## src/rtl/uart_tx_if.sv

```systemverilog
// Byte handshake between a producer and the UART transmit FIFO.
interface uart_tx_if;
  logic [7:0] data_in;
  logic       data_valid;
  logic       data_ready;

  modport master (output data_in, output data_valid, input data_ready);
  modport slave  (input data_in, input data_valid, output data_ready);
endinterface

```

## src/rtl/uart_tx.sv

```systemverilog
// 8N1 UART transmitter with a byte FIFO in front of the shift register.
// Drives the board TX pin; frames go out LSB first, back to back while
// the FIFO holds data.
//
// state | meaning
// IDLE  | line high, waiting for a queued byte
// START | start bit (low) for one bit time
// DATA  | eight data bits, shift[0] on the line
// STOP  | stop bit (high); chains straight into START if data is queued
module uart_tx #(
  parameter int CLKS_PER_BIT = 10416,
  parameter int FIFO_DEPTH   = 16
) (
  input  logic                               clk,
  input  logic                               rst,
  uart_tx_if.slave                           in_if,
  output logic                               bit_out,
  output logic                               busy,
  output logic [$clog2(FIFO_DEPTH+1)-1:0]    fifo_count
);

  localparam int CNT_W  = $clog2(FIFO_DEPTH + 1);
  localparam int PTR_W  = $clog2(FIFO_DEPTH);
  localparam int BAUD_W = $clog2(CLKS_PER_BIT);

  localparam logic [1:0] IDLE  = 2'd0;
  localparam logic [1:0] START = 2'd1;
  localparam logic [1:0] DATA  = 2'd2;
  localparam logic [1:0] STOP  = 2'd3;

  logic [7:0]        fifo_mem_q [FIFO_DEPTH];
  logic [PTR_W-1:0]  wr_ptr_q, wr_ptr_d;
  logic [PTR_W-1:0]  rd_ptr_q, rd_ptr_d;
  logic [CNT_W-1:0]  count_q, count_d;
  logic [1:0]        state_q, state_d;
  logic [BAUD_W-1:0] baud_q, baud_d;
  logic [2:0]        bit_idx_q, bit_idx_d;
  logic [7:0]        shift_q, shift_d;
  logic              bit_out_q, bit_out_d;

  logic push;
  logic pop;
  logic fifo_empty;
  logic fifo_full;
  logic baud_tick;

  assign fifo_empty = (count_q == '0);
  assign fifo_full  = (count_q == CNT_W'(FIFO_DEPTH));
  assign baud_tick  = (baud_q == BAUD_W'(CLKS_PER_BIT - 1));

  assign in_if.data_ready = !fifo_full;
  assign push             = in_if.data_valid && !fifo_full;

  assign bit_out    = bit_out_q;
  assign fifo_count = count_q;
  assign busy       = (state_q != IDLE) || !fifo_empty;

  // Frame sequencing: baud timing, bit index, shift register and pop request.
  always_comb begin
    state_d   = state_q;
    bit_idx_d = bit_idx_q;
    shift_d   = shift_q;
    pop       = 1'b0;
    baud_d    = baud_tick ? '0 : baud_q + BAUD_W'(1);

    case (state_q)
      IDLE: begin
        baud_d = '0;
        if (!fifo_empty) begin
          pop       = 1'b1;
          shift_d   = fifo_mem_q[rd_ptr_q];
          bit_idx_d = 3'd0;
          state_d   = START;
        end
      end
      START: begin
        if (baud_tick) begin
          bit_idx_d = 3'd0;
          state_d   = DATA;
        end
      end
      DATA: begin
        if (baud_tick) begin
          shift_d = {1'b0, shift_q[7:1]};
          if (bit_idx_q == 3'd7) begin
            state_d = STOP;
          end else begin
            bit_idx_d = bit_idx_q + 3'd1;
          end
        end
      end
      default: begin
        if (baud_tick) begin
          if (!fifo_empty) begin
            pop       = 1'b1;
            shift_d   = fifo_mem_q[rd_ptr_q];
            bit_idx_d = 3'd0;
            state_d   = START;
          end else begin
            state_d = IDLE;
          end
        end
      end
    endcase
  end

  // Line level follows the current state; registered so the pin never glitches.
  always_comb begin
    case (state_q)
      START:   bit_out_d = 1'b0;
      DATA:    bit_out_d = shift_q[0];
      default: bit_out_d = 1'b1;
    endcase
  end

  // FIFO pointers and occupancy; push and pop in one cycle cancel out.
  always_comb begin
    wr_ptr_d = push ? wr_ptr_q + PTR_W'(1) : wr_ptr_q;
    rd_ptr_d = pop  ? rd_ptr_q + PTR_W'(1) : rd_ptr_q;
    case ({push, pop})
      2'b10:   count_d = count_q + CNT_W'(1);
      2'b01:   count_d = count_q - CNT_W'(1);
      default: count_d = count_q;
    endcase
  end

  // FIFO storage; contents need no reset since occupancy gates every read.
  always_ff @(posedge clk) begin
    if (push) begin
      fifo_mem_q[wr_ptr_q] <= in_if.data_in;
    end
  end

  // State registers; reset aborts any frame and drops queued bytes.
  always_ff @(posedge clk) begin
    if (rst) begin
      wr_ptr_q  <= '0;
      rd_ptr_q  <= '0;
      count_q   <= '0;
      state_q   <= IDLE;
      baud_q    <= '0;
      bit_idx_q <= 3'd0;
      shift_q   <= 8'd0;
      bit_out_q <= 1'b1;
    end else begin
      wr_ptr_q  <= wr_ptr_d;
      rd_ptr_q  <= rd_ptr_d;
      count_q   <= count_d;
      state_q   <= state_d;
      baud_q    <= baud_d;
      bit_idx_q <= bit_idx_d;
      shift_q   <= shift_d;
      bit_out_q <= bit_out_d;
    end
  end

endmodule

```

## src/flat_wrapper.sv

```systemverilog
// flat-port wrapper written by rule: the top's interface ports become plain ports
module uart_tx_flat 
#(
  parameter int CLKS_PER_BIT = 10416,
  parameter int FIFO_DEPTH   = 16
)
  (clk, rst, bit_out, busy, fifo_count, in_if_data_in, in_if_data_valid, in_if_data_ready);
  uart_tx_if in_if_i ();
  input  logic clk;
  input  logic rst;
  output logic bit_out;
  output logic busy;
  output logic [$clog2(FIFO_DEPTH+1)-1:0] fifo_count;
  input wire logic [$bits(in_if_i.data_in)-1:0] in_if_data_in;
  input wire logic [$bits(in_if_i.data_valid)-1:0] in_if_data_valid;
  output wire logic [$bits(in_if_i.data_ready)-1:0] in_if_data_ready;
  assign in_if_i.data_in = in_if_data_in;
  assign in_if_i.data_valid = in_if_data_valid;
  assign in_if_data_ready = in_if_i.data_ready;
  uart_tx #(.CLKS_PER_BIT(CLKS_PER_BIT), .FIFO_DEPTH(FIFO_DEPTH)) u_core (.clk(clk), .rst(rst), .in_if(in_if_i), .bit_out(bit_out), .busy(busy), .fifo_count(fifo_count));
endmodule
```

## config.mk

```make
export PLATFORM = sky130hd
export DESIGN_NAME = uart_tx_flat
export DESIGN_NICKNAME = d
export VERILOG_FILES = /design/src/rtl/uart_tx_if.sv /design/src/rtl/uart_tx.sv /design/src/flat_wrapper.sv
export SDC_FILE = /design/constraint.sdc
export NUM_CORES = 1
export LEC_CHECK = 0
export ABC_CLOCK_PERIOD_IN_PS = 4400
export CAP_MARGIN = 20
export CORE_ASPECT_RATIO = 1.4
export CORE_UTILIZATION = 50
export DETAILED_ROUTE_END_ITERATION = 8
export GPL_TIMING_DRIVEN = 0
export PLACE_DENSITY_LB_ADDON = 0.2
export SYNTH_ARGS = -nofsm -noshare
export SYNTH_HDL_FRONTEND = slang
export SYNTH_SLANG_ARGS = --single-unit
```

## constraint.sdc

```tcl
create_clock -name clk -period 4.4 [get_ports clk]
set_clock_uncertainty 0.05 [all_clocks]
set_input_delay 0.44 -clock clk [delete_from_list [all_inputs] [get_ports clk]]
set_output_delay 0.44 -clock clk [all_outputs]
set_load 0.01 [all_outputs]
```

==> results of run 1 <==
==> state kept, by name (all words and copies together), names as in the netlist, 2 cells and up, named ones only <==
register           flops
u_core.fifo_mem_q    128
u_core.baud_q         14
u_core.shift_q         8
u_core.fifo_count      5
u_core.rd_ptr_q        4
u_core.wr_ptr_q        4
u_core.bit_idx_q       3
u_core.state_q         2
==> power by group through the flow <==
| stage | clock [mW] | sequential, mW | combinational [mW] |
|---|---|---|---|
| final | 1.47 | 1.94 | 1.28 |
| after detailed placement | 0 | 1.97 | 1.28 |
| after global routing | 1.56 | 1.95 | 1.42 |
| after floorplan | 0 | 1.96 | 0.941 |
| after global placement | 0 | 1.96 | 1.25 |
| after CTS | 1.50 | 1.94 | 1.29 |
==> kinds of logic after synthesis <==
logic type,Yosys count,share of synthesized area (%)
xor gates and xnor gates,19,2.337
muxes,38,10.86
adders and majority gates,15,2.636
and+or+nand+nor,127,8.928
DFF,173,66.64
AOI/OAI and AO/OA,68,6.538
buffers and inverters,38,2.056
==> cell usage in the layout (no fill, tap or decap), types with 5 or more instances in the layout <==
cell type        synthesis  routed
mux2i_1                  5       5
a211oi_1                 7       7
clkbuf_1                19      20
xnor2_1                  8       8
nand2_1                 18      18
clkbuf_16                0      17
a21oi_1                 20      20
a22oi_1                 15      15
nor2_1                  54      54
o21ai_0                  8       8
clkdlybuf4s50_1          0      17
xor2_1                  11      11
edfxtp_1               128     128
dfxtp_1                 45      45
nor3_1                  15      14
mux4_2                  31      31
nand2b_1                 7       7
buf_2                    3       5
ha_1                    15      15
inv_1                   14      14
nor2b_1                  6       6
==> critical path, stage by stage (launching register included) <==
cell      delay (ns)
dfxtp_1         0.35
or4b_4          0.56
nor4_4          0.50
mux2i_2         0.23
nor2_1          0.26
ha_1            0.19
clkbuf_1        0.31
xor2_1          0.12
ha_1            0.25
or3b_2          0.45
a21oi_1         0.15
o21ai_0         0.11
xor2_1          0.14
nor2_1          0.05
==> metrics by stage <==
step                power, mW  utilization (%)  setup WS [ns]
global route            4.923            58.41         0.2700
detailed placement      3.254            54.23         0.5467
finish                  4.680            58.41         0.5301
floorplan               2.898                -         0.9537
CTS                     4.723            58.41         0.5144
global placement        3.210            54.07         0.5953
==> area by class of cell <==
class	instances	area, um^2
Buffer	24	93.84
Clock buffer	18	429.2
Clock inverter	14	152.6
Fill cell	1147	5786
Inverter	14	52.55
Multi-Input combinational cell	267	2233
Sequential cell	173	4745
Tap cell	185	231.5
Timing Repair Buffer	20	187.7
==> worst paths after layout <==
path                                                           to                   startpoint  slack, ns  depth (start not counted)
worst min-delay path                  u_core.baud_q[0]$_SDFF_PP0_  u_core.baud_q[0]$_SDFF_PP0_       0.42                          1
worst min register to register        u_core.baud_q[0]$_SDFF_PP0_  u_core.baud_q[0]$_SDFF_PP0_       0.42                          1
worst max register to register  u_core.fifo_count[4]$_SDFFE_PP0P_  u_core.baud_q[8]$_SDFF_PP0_       0.53                         13
worst max-delay path            u_core.fifo_count[4]$_SDFFE_PP0P_  u_core.baud_q[8]$_SDFF_PP0_       0.53                         13
==> layer usage <==
metal	track usage, %	share of wire, %	vias up
met3	4.405	4.1	32
li1	-	-	1907
met4	9.859	3.0	0
met2	37.40	53	99
met5	0	0	-
met1	25.02	40	2030
==> flow_summary.ini, run 1 <==
[yosys]
ys_seq_elements = 173
async_flop_share_pct = 0
synth_area_um2 = 7119
syn_nets = 504
synthTopCellsByCount = edfxtp_1 (128), nor2_1 (54), dfxtp_1 (45)
synth_top_area_share_pct = 53.99
netlist.top_cell.by_area = edfxtp_1
synthCells = 478
synth_area_leaders = edfxtp_1 (54%), dfxtp_1 (13%), mux4_2 (9.8%)
yosysSeqAreaShare_pct = 66.64
synth-edff-count = 128
yosysMostFrequentCell = edfxtp_1
yosysUniqueCellTypes = 50
yosys_warnings = 0
synthFlopType = edfxtp_1
synth_area_per_cell_um2 = 14.89

[clock_network]
cts.sinks = 173
cts_hold_buffers = 0
cts_tree = built
htree_num_levels = 4
cts_root_buf = clkbuf_16
clkTransAtPathRegs_ns = 0.07
clk_latency_ns = 0.42
post_cts_resized = 0
clk_path_buf_depth = 2
numCtsBuffers = 17
post-cts-setup-buffer-count = 0

[floorplanning]
core_area_um2 = 13910
io_pins = 19
rows = 51
start_util_pct = 51.18
die_area_um2 = 14730
fp.dieH_um = 143.2
die_x_um = 102.9

[route]
detail_route.first_pass.iterations = 4
post_drt_wl_per_cell_um = 19.64
drc_errors = 0
drt-initial-drc-count = 249
routed_wl_mm = 14.04
via_count = 4068
ant_nets = 0
via_per_inst = 5.690

[final_layout]
nets = 543
area_growth_pct = 14.13
post_layout_nonfiller_instances = 715
antenna_cells = 0
drive_above_1_share_pct = 15.47
post-route-cell-area_um2 = 8125

[timing]
final.period_utilization_pct = 87.95
tns_ns = 0
finalSetupViolCount = 0
period_needed_ns = 3.870
tightest_slew_ns = 0.9794
rsz0062_at_grt = no
relSlewSlack_pct = 34.47
hold_slack_ns = 0.4163
drv_slew = 0
final-hold-violation-count = 0
max_freq_mhz = 258.4

[grt]
antenna_found_initial = 0
grt_pass1_wl_mm = 22.35
grt_pass1_vias = 4172
grt_max_degree = 18
grt_use_total_pct = 21.43
grt-ovfl-total = 0

[worst_setup_path]
cp.required_ns = 4.64
end_kind = register
start_kind = register
path_class = register to register
cp_max_fo = 9
arrival_ns = 4.11

[run]
cap_violations = 0

[place]
port_buffers = 17
place_area_um2 = 7543
gp_congestion = 0.7677
dp_hpwl_mm = 9.577
place_inst = 683

[min_path]
hold_path.class = register to register

[pwr]
p_switching_mw = 1.459
p_seq_share_pct = 41.4
p_int_mw = 3.221
pwr-share-clk_pct = 31.4
swShare_pct = 31.18
power.density_nw_per_um2 = 576.0
p_leak_nw = 2.649
p_comb_share_pct = 27.3
ir_drop_v = 0.0003114

[status]
outcome = complete, no violations
No activity file was read; power rests on OpenSTA's default activity.
==> inputs of run 2 (changes only) <==
- SKIP_LAST_GASP: default -> 1
==> results of run 2 <==
Same layout as run 1: the final DEF is identical, and so are final timing and power.
==> inputs of run 3 (changes only) <==
- GPL_ROUTABILITY_DRIVEN: default -> 0
==> results of run 3 <==
Same layout as run 1: the final DEF is identical, and so are final timing and power.
==> RTL change: new RTL, settings of run 2 <==
Take the reset off `shift_q` and load it in a clocked block of its own.
--- a/src/rtl/uart_tx.sv
+++ b/src/rtl/uart_tx.sv
@@ -142,3 +142,2 @@
       bit_idx_q <= 3'd0;
-      shift_q   <= 8'd0;
       bit_out_q <= 1'b1;
@@ -151,3 +150,2 @@
       bit_idx_q <= bit_idx_d;
-      shift_q   <= shift_d;
       bit_out_q <= bit_out_d;
@@ -156,2 +154,6 @@
 
+  always_ff @(posedge clk) begin
+    shift_q <= shift_d;
+  end
+
 endmodule
Behaviour: no difference found for any inputs over 10 cycles, from zero or initial values and one cycle with rst high; that may be too few to reach the edited logic, so the function may still have changed.
==> RTL change against run 2 <==
Count of clock-buffer cells in the layout is 1 higher; area after synthesis rose by 2.9%; total power down 9.3%; via count down 2.9%; first-iteration DRC count fell by 14%; worst setup slack improved by 0.48 ns; critical path depth down 1; routed wire length fell by 0.74%; sequential cell count is the same; design area grew 2.3%.
==> RTL change: results (changes against run 2) <==
Yosys
  – Synth Area in XOR/XNOR: 2.033% (-0.30 points)
  – Async S/R FF share, synth: 0% (unchanged)
  – Mapped Nets: 485 (-3.8%)
  – Part of the Yosys area used for sequential elements: 65.88% (-0.76 points)
  – Largest cells by area after synthesis: edfxtp_1 (56%), dfxtp_1 (10%), mux4_2 (9.5%)
  – Leading cell types by count after synthesis: edfxtp_1 (136), nor2_1 (40), dfxtp_1 (37)
  – Post-synthesis compound-gate area fraction: 4.135% (-2.4 points)
  – Syn avg cell area: 15.95 µm² (+7.1%)
  – Adder-cell share of the synthesized area: 2.563% (-0.073 points)
  – Post-synthesis mux area share: 15.00% (+4.1 points)

Critical path
  – Worst path arrival time: 3.65 ns (-0.46 ns)
  – Max incr delay on CP: 0.37 ns (-0.19 ns)
  – Start point of the critical path: u_core.baud_q[0]
  – Worst r2r path cells: 12 (-1)

Pwr
  – Leak: 2.721 nW (+2.7%)
  – Pint: 3.081 mW (-4.3%)
  – Pwr per Cell Area: 510.5 mW/mm² (-11%)
  – Peak supply drop: 0.0003005 V (-3.5%)

Detailed routing
  – M1 wire length: 5.697 mm (+1.4%)
  – Via/cell ratio: 5.632 (-1.0%)
  – Initial DRC Count: 213 (-14%)
  – Metal3 WL: 368 µm (-36%)
  – Detail Route met2 WL: 7.480 mm (+0.74%)

Global route
  – GRT met1 Usage: 23.10% (-1.9 points)
  – Number of global-route vias before repair: 4103 (-1.7%)
  – M2 GR Usage: 34.74% (-2.7 points)
  – Largest net degree at the start of global routing: 17 (-1)
  – First-pass GRT wire length: 22.18 mm (-0.77%)
  – Global Route Usage Sum: 19.97% (-1.5 points)
  – Met3 Usage GRT: 4.088% (-0.32 points)

Cells and area
  – Final core utilization: 57.81% (-0.60 points)
  – Share of cells above drive strength 1: 17.77% (+2.3 points)
  – Fill cells: 1110 (-3.2%)

Status
  – Status: completed

Placed design
  – DP Area: 0.007765 mm² (+2.9%)
  – HPWL Detailed: 9.280 mm (-3.1%)
  – I/O Buffers: 18 (+1)
  – GPL Wtd Cong: 0.7773 (+1.3%)

STA
  – WHS: 0.4113 ns (-0.004919 ns)
  – Worst-margin pin slew: 0.9427 ns (-0.03670 ns)
  – Min cycle time layout: 3.387 ns (-0.4828 ns)

Hold path
  – Hold depth: 1 (unchanged)
## RTL change: cell count changes in the layout (fill, tap and decap cells not counted), moves of 6 or more
cell      change
a21oi_1      -16
nor3_1        -9
nor2_1       -14
dfxtp_1       -8
nand2_1       -6
a211oi_1      -6
edfxtp_1      +8
a22oi_1      -13
inv_1         -6
a22o_1        +7
mux2i_1      +26
## RTL change: layout make-up
cell class              instances  area share [%]
clock inverters                13           1.385
well taps                     189           2.845
clock buffers                  19           5.208
multi-input cells             253           28.31
plain buffers                  25           1.445
flip-flops and latches        173           58.04
inverters                       8          0.3612
repair buffers                 21           2.408
## RTL change: logic make-up after synthesis
kind of cell	after synthesis
AOI/OAI and AO/OA	39
xor gates and xnor gates	17
adders and majority gates	15
buffers and inverters	33
DFF	173
muxes	70
and+or+nand+nor	112
